### src/rtl/mem_arb_pkg.sv
// Shared encodings and constants for the two-master memory bus arbiter.
package mem_arb_pkg;

    localparam int unsigned ARB_TO_W = 16;

    localparam logic [31:0] ARB_TIMEOUT_RDATA = 32'hBADB_0500;

    // Arbiter state doubles as the one-hot grant vector.
    typedef enum logic [1:0] {
        ARB_IDLE = 2'b00,
        ARB_GNT0 = 2'b01,
        ARB_GNT1 = 2'b10
    } arb_state_e;

endpackage

### src/rtl/mem_arb_wdt.sv
// Slave-response watchdog: counts stalled grant cycles and flags when the limit is reached.
module mem_arb_wdt
    import mem_arb_pkg::*;
#(
    parameter int unsigned LIMIT = 255
) (
    input  logic clk,
    input  logic resetn,
    input  logic clear,
    input  logic tick,
    output logic expired_c
);

    logic [ARB_TO_W-1:0] count;

    // Saturating counter so a stuck grant cannot wrap back below the limit.
    always_ff @(posedge clk) begin
        if (!resetn || clear) begin
            count <= '0;
        end else if (tick && (count != '1)) begin
            count <= count + ARB_TO_W'(1);
        end
    end

    assign expired_c = (count == ARB_TO_W'(LIMIT));

endmodule

### src/rtl/mem_bus_arbiter.sv
// Two-master round-robin arbiter for the native valid/ready memory bus.
// Define MEM_ARB_TIMEOUT_EN to add the slave-response watchdog (mem_arb_wdt).
module mem_bus_arbiter
    import mem_arb_pkg::*;
#(
    parameter int unsigned ADDR_W         = 32,
    parameter int unsigned DATA_W         = 32,
    parameter int unsigned TIMEOUT_CYCLES = 255
) (
    input  logic                  clk,
    input  logic                  resetn,

    input  logic                  m0_valid,
    input  logic                  m0_instr,
    input  logic [ADDR_W-1:0]     m0_addr,
    input  logic [DATA_W-1:0]     m0_wdata,
    input  logic [DATA_W/8-1:0]   m0_wstrb,
    output logic                  m0_ready,
    output logic [DATA_W-1:0]     m0_rdata,

    input  logic                  m1_valid,
    input  logic [ADDR_W-1:0]     m1_addr,
    input  logic [DATA_W-1:0]     m1_wdata,
    input  logic [DATA_W/8-1:0]   m1_wstrb,
    output logic                  m1_ready,
    output logic [DATA_W-1:0]     m1_rdata,

    output logic                  s_valid,
    output logic                  s_instr,
    output logic [ADDR_W-1:0]     s_addr,
    output logic [DATA_W-1:0]     s_wdata,
    output logic [DATA_W/8-1:0]   s_wstrb,
    input  logic                  s_ready,
    input  logic [DATA_W-1:0]     s_rdata,

    output logic [1:0]            grant,
    output logic                  arb_timeout
);

    arb_state_e state;
    arb_state_e state_nxt;
    logic       last_m1;
    logic       last_m1_nxt;
    logic       to_expired_c;

    // Watchdog limit must be non-zero and fit the counter.
    always_ff @(posedge clk) begin
        if (resetn) begin
            assert (TIMEOUT_CYCLES >= 1 && TIMEOUT_CYCLES < (1 << ARB_TO_W));
        end
    end

`ifdef MEM_ARB_TIMEOUT_EN
    mem_arb_wdt #(
        .LIMIT (TIMEOUT_CYCLES)
    ) u_wdt (
        .clk       (clk),
        .resetn    (resetn),
        .clear     (state == ARB_IDLE),
        .tick      ((state != ARB_IDLE) && !s_ready),
        .expired_c (to_expired_c)
    );
`else
    assign to_expired_c = 1'b0;
`endif

    // last_m1 resets high so the CPU wins the first tie.
    always_ff @(posedge clk) begin
        if (!resetn) begin
            state   <= ARB_IDLE;
            last_m1 <= 1'b1;
        end else begin
            state   <= state_nxt;
            last_m1 <= last_m1_nxt;
        end
    end

    assign grant = state;

    always_comb begin
        state_nxt   = state;
        last_m1_nxt = last_m1;
        s_valid     = 1'b0;
        s_instr     = 1'b0;
        s_addr      = '0;
        s_wdata     = '0;
        s_wstrb     = '0;
        m0_ready    = 1'b0;
        m0_rdata    = '0;
        m1_ready    = 1'b0;
        m1_rdata    = '0;
        arb_timeout = 1'b0;

        case (state)
            ARB_IDLE: begin
                if (m0_valid && m1_valid) begin
                    state_nxt = last_m1 ? ARB_GNT0 : ARB_GNT1;
                end else if (m0_valid) begin
                    state_nxt = ARB_GNT0;
                end else if (m1_valid) begin
                    state_nxt = ARB_GNT1;
                end
            end

            ARB_GNT0: begin
                s_valid  = m0_valid;
                s_instr  = m0_instr;
                s_addr   = m0_addr;
                s_wdata  = m0_wdata;
                s_wstrb  = m0_wstrb;
                m0_ready = s_ready;
                m0_rdata = s_rdata;
                // A dropped valid abandons the grant without moving the round-robin pointer.
                if (!m0_valid) begin
                    state_nxt = ARB_IDLE;
                end else if (s_ready) begin
                    state_nxt   = ARB_IDLE;
                    last_m1_nxt = 1'b0;
                end else if (to_expired_c) begin
                    s_valid     = 1'b0;
                    m0_ready    = 1'b1;
                    m0_rdata    = DATA_W'(ARB_TIMEOUT_RDATA);
                    arb_timeout = 1'b1;
                    state_nxt   = ARB_IDLE;
                    last_m1_nxt = 1'b0;
                end
            end

            ARB_GNT1: begin
                s_valid  = m1_valid;
                s_addr   = m1_addr;
                s_wdata  = m1_wdata;
                s_wstrb  = m1_wstrb;
                m1_ready = s_ready;
                m1_rdata = s_rdata;
                if (!m1_valid) begin
                    state_nxt = ARB_IDLE;
                end else if (s_ready) begin
                    state_nxt   = ARB_IDLE;
                    last_m1_nxt = 1'b1;
                end else if (to_expired_c) begin
                    s_valid     = 1'b0;
                    m1_ready    = 1'b1;
                    m1_rdata    = DATA_W'(ARB_TIMEOUT_RDATA);
                    arb_timeout = 1'b1;
                    state_nxt   = ARB_IDLE;
                    last_m1_nxt = 1'b1;
                end
            end

            default: begin
                state_nxt = ARB_IDLE;
            end
        endcase
    end

endmodule

### config.mk
export PLATFORM = sky130hd
export DESIGN_NAME = mem_bus_arbiter
export DESIGN_NICKNAME = d
export VERILOG_FILES = /design/src/rtl/mem_arb_pkg.sv /design/src/rtl/mem_arb_wdt.sv /design/src/rtl/mem_bus_arbiter.sv
export SDC_FILE = /design/constraint.sdc
export NUM_CORES = 1
export LEC_CHECK = 0
export CELL_PAD_IN_SITES_DETAIL_PLACEMENT = 0
export CELL_PAD_IN_SITES_GLOBAL_PLACEMENT = 1
export CORE_ASPECT_RATIO = 0.7
export CORE_UTILIZATION = 11
export CTS_BUF_LIST = sky130_fd_sc_hd__clkbuf_4 sky130_fd_sc_hd__clkbuf_8 sky130_fd_sc_hd__clkbuf_16
export CTS_CLUSTER_SIZE = 30
export DETAILED_ROUTE_END_ITERATION = 10
export PLACE_DENSITY_LB_ADDON = 0.1
export SYNTH_ARGS = -nofsm -noshare
export SYNTH_HDL_FRONTEND = slang
export SYNTH_HIERARCHICAL = 1
export SYNTH_SLANG_ARGS = --single-unit
### constraint.sdc
create_clock -name clk -period 1.38 [get_ports clk]
set_input_delay 0.138 -clock clk [delete_from_list [all_inputs] [get_ports clk]]
set_output_delay 0.138 -clock clk [all_outputs]
set_load 0.01 [all_outputs]
Word-level counts from Yosys, hierarchy flattened

Index checks and enable logic that the tools add are counted.

Bits in registers: 3
Latch bits: 0
Bits in writable memories: 0
Bits in read-only memories: 0
Output and inout port bits: 139
Memories kept: 0

Add/sub/neg operators: 0
Multipliers: 0
Divide/modulo/power cells: 0
Order comparisons: 0
Equality and inequality tests: 7
Shift operators: 0
Mux-type cells: 27
Bitwise gates (word level): 0
Reductions and logical operators: 4

Operator list:

| kind                                                                  | count |
|---|---|
| 32-bit case mux with 2 select lines                                   | 2 |
| 32-bit two-way mux                                                    | 2 |
| 2-bit two-way mux                                                     | 7 |
| 1-bit two-way mux                                                     | 12 |
| 2-bit != test, second input constant                                  | 4 |
| 4-bit case mux with 2 select lines                                    | 1 |
| 2-bit case mux with 3 select lines                                    | 1 |
| 5-bit AND reduction                                                   | 1 |
| 4-bit != test, second input constant                                  | 1 |
| 1-bit case mux with 2 select lines                                    | 2 |
| 2-bit by 1-bit equality test with 1-bit output, second input constant | 1 |
| 2-bit equality test, second input constant                            | 1 |
| 2-bit logical NOT                                                     | 1 |
| 2-bit nonzero test                                                    | 1 |
| 1-bit logical AND                                                     | 1 |

Depth between registers and ports, before layout

Depth after elaboration: 4
Mapped depth: 7
Gate-level depth less buffers: 5

Least setup slack after synthesis

Ideal clock, no wire load.

Path kind: reg-to-output
Start: reg state[0], in the netlist grant[0]
End: out s_wdata[1]
Arrival: 1,383 ps
Required time: 1,242 ps
Setup slack: -141 ps
Stages on the path, launching flop included: 6
Path buffers: 2
Cells stage by stage: dfxtp_1 -> inv_1 -> ha_1 -> buf_2 -> buf_2 -> nor2b_1

Longest elaborated chain between the ends: 2

Ends and longest elaborated chain:

| element                                                                                      | RTL line              | text |
|---|---|---|
| from (decl)                                                                                  | mem_bus_arbiter.sv:40 | `arb_state_e state;` |
| from (signal assigned)                                                                       | mem_bus_arbiter.sv:73 | `state <= state_nxt;` |
| 2-bit equality test / 2-bit by 1-bit equality test with 1-bit output (equally long branches) | mem_bus_arbiter.sv:94 | `case (state)` |
| 32-bit case mux with 2 select lines (*)                                                      | mem_bus_arbiter.sv:94 |  |
| to (decl)                                                                                    | mem_bus_arbiter.sv:31 | `output logic [DATA_W-1:0] s_wdata,` |

Every way passes the cells marked *; elsewhere a longest branch is shown, timed or not.

Worst setup path in the final report

Start: reg state[0], in the netlist grant[0]
End: out s_addr[30]

Longest elaborated chain between the ends: 2

Ends and longest elaborated chain:

| element                                                                                      | RTL line              | text |
|---|---|---|
| 2-bit equality test / 2-bit by 1-bit equality test with 1-bit output (equally long branches) | mem_bus_arbiter.sv:94 |  |
| 32-bit case mux with 2 select lines (*)                                                      | mem_bus_arbiter.sv:94 |  |
| to (decl)                                                                                    | mem_bus_arbiter.sv:30 | `output logic [ADDR_W-1:0] s_addr,` |

Marked as above.

==> results_dict.tcl <==
set metrics [dict create \
    drt_iter0_drc 68 \
    ys_warn_count 6 \
    grt_use_met2 0.288 \
    clk_pin_slew_worst_paths_ps 30 \
    period_minus_slack_ps 1680 \
    p_per_area_mw_per_mm2 454 \
    avgRoutedWirePerCell_um 16.6 \
    clkSinkCount 3 \
    fp.dieW_um 155 \
    grt_pass1_wl_um 19500 \
    worst_pin_slew_ps 506 \
    die_y_um 109 \
    hold_end "last_m1" \
    path_cells "buf_6 -> ha_4 -> buf_12 -> clkbuf_16 -> a22oi_2 -> nor2b_4 -> buf_6" \
    cts_root_buf "clkbuf_16" \
    crit_arrival_ps 1540 \
    violations "setup timing" \
    setup_slack_ps -297 \
    port_buffers 311 \
    worstHoldPathType "reg2reg" \
    synthCells 265 \
    synth_top_area_frac 0.284 \
    wl_um 13700 \
    rsz0062_at_grt "yes" \
    drtPass1Iterations 4 \
    diodes 0 \
    yosys.area.top_type "a22oi_1" \
    grt_use_met1 0.180 \
    dp_hpwl_um 9070 \
    hold_path_startpoint "last_m1" \
    cp_top_family "buffers and inverters" \
    vdd_drop_max_v 0.000377 \
    clk_latency_ps 230 \
    grt_usage 0.151 \
    cts_buffers 3 \
    ys_ff_latch 3 \
    syn_area_mm2 0.00180 \
    fin_skew_ps 3.81 \
    layout_common_cells "clkdlybuf4s50_1 (173), buf_6 (74), buf_2 (73)" \
    ys_top_cells_by_area "a22oi_1 (28%), and2_1 (24%), nor2b_1 (24%)" \
    yosysUniqueCellTypes 23 \
    antenna_found_initial 0 \
    hold_buffers 0 \
    areaGrowthSynthToFinish_pct 262 \
    cts_tree "built" \
    syn_avg_cell_area_um2 6.79 \
    die_area_mm2 0.0169 \
    num_rows 38 \
    gp_congestion 0.773 \
    crit_top_cell "buf_6" \
    core_mm2 0.0157 \
    slew_violations 0 \
    period_share 1.22 \
    htree_levels 1 \
    dpl.cell_count 788 \
    setup_viol 139 \
    final_cells 827 \
    critPathSlowestCell "dfxtp_4" \
    cap_violations 0 \
    r2r-end "grant[0]" \
    worst_r2r_startpoint "grant[0]" \
    postRouteAntennaNets 0 \
    crit_type "reg2out" \
    crit_path_max_fanout 6 \
    drive_gt1_frac 0.590 \
    p_leak_nw 2.64 \
    num_vias 3355 \
    worst-path-buf-inv 4 \
    fmax_mhz 596 \
    grt_max_degree 20 \
    maxSlewHeadroom 0.658 \
    grtUsageMet3 0.0318 \
    ctsLongestPathBuffers 2 \
    startpoint_type "register" \
    grt_pass1_vias 3343 \
    syn_nets 444 \
    grt-busiest-layer "met2" \
    viasPerCell 4.06 \
    endpoint_kind "primary output" \
    final_common_cell "clkdlybuf4s50_1" \
    reg2reg_slack_ps -160 \
    finalHoldViolations 0 \
    pin_count 313 \
    grt_overflow 0 \
    status "finished, violations left" \
    pre_cts_slack_ps -468 \
    start_util 0.114 \
    synth_seq_area_share 0.0334 \
    holdPathStages 2 \
    final_net_count 787 \
    cp.required_ps 1240 \
    reg2regPathDepth 8 \
    remaining_drc_errors 0 \
    critPathMaxStageDelay_ps 350 \
]
==> synth_stat cells <==
cell and n:
a21boi_0 2, and2_1 68, nor3b_1 1, inv_1 4
conb_1 1, a41o_1 1, dfxtp_1 3, nand2_1 2
buf_2 16, nand2b_1 1, nor2b_1 68, buf_4 3
o2111ai_1 1, a22oi_1 68, nor4bb_1 1, clkbuf_1 8
buf_6 4, a22o_1 2, o2bb2ai_1 2, ha_1 5
nand4_1 1, nor2_1 1, a21oi_1 2
==> area by class of cell <==
type                       instances  area, µm²
tap                              220        275
multi-input combinational        227       2250
inverter                           4       25.0
sequential                         3       67.6
timing repair buffer             369       3810
clock buffer                       4       82.6
fill                            1557       9230
==> power breakdown <==
| group | internal (mW) | switching (mW) |
|---|---|---|
| sequential | 0.0929 | 0.0107 |
| combinational | 1.48 | 0.882 |
| clock | 0.402 | 0.0876 |
| total | 1.97 | 0.980 |
==> sequential cells by signal, summed over array words and instances, names as in the netlist <==
name and count:
grant 2, last_m1 1
==> cell families after synthesis <==
kind of cell / synth area share
adders and majority gates: 0.0347
AOI/OAI and AO/OA: 0.327
DFF: 0.0334
other: 0.00208
and+or+nand+nor: 0.495
buffers and inverters: 0.107
==> per-layer routing <==
| metal | vias to the layer above | wire, µm |
|---|---|---|
| li1 | 1617 | - |
| met1 | 1595 | 5640 |
| met2 | 139 | 7210 |
| met3 | 4 | 814 |
| met4 | 0 | 59 |
| met5 | - | 0 |
==> per-stage QoR <==
stage	utilization	hold slack, ps	area, µm²	power, mW	TNS [ps]
after floorplan	-	212	1840	0.728	0
after global placement	0.339	488	5340	1.80	-50390
after detailed placement	0.339	488	5340	1.81	-52290
after CTS	0.382	491	6010	2.80	-36550
after global routing	0.414	537	6510	3.12	-35330
final	0.414	495	6510	2.95	-29610
==> timing repair <==
item                                    in CTS  in global routing
cloned                                      12                  5
endpoints found under the setup margin     139                140
pin swaps                                    9                 52
gates resized for setup                    714                111
setup buffers                               25                  2
==> how the worst max path moves through the flow <==
stage	slack [ps]	endpoint	startpoint	depth (start not counted)
global placement	-440	s_wdata[23]	grant[0]	6
CTS	-340	s_wdata[5]	grant[0]	8
detailed placement	-470	s_wstrb[3]	grant[0]	6
finish	-300	s_addr[30]	grant[0]	7
global route	-340	s_addr[17]	grant[0]	7
floorplan	2	s_wdata[1]	grant[1]	7
==> tightest hold or removal path: cells and delay by family, from the launching register on <==
kind / cells / cell delay, ps
flip-flops: 1 / 340
AND/OR/NAND/NOR: 2 / 130
Power figures use the tool's default switching activity.
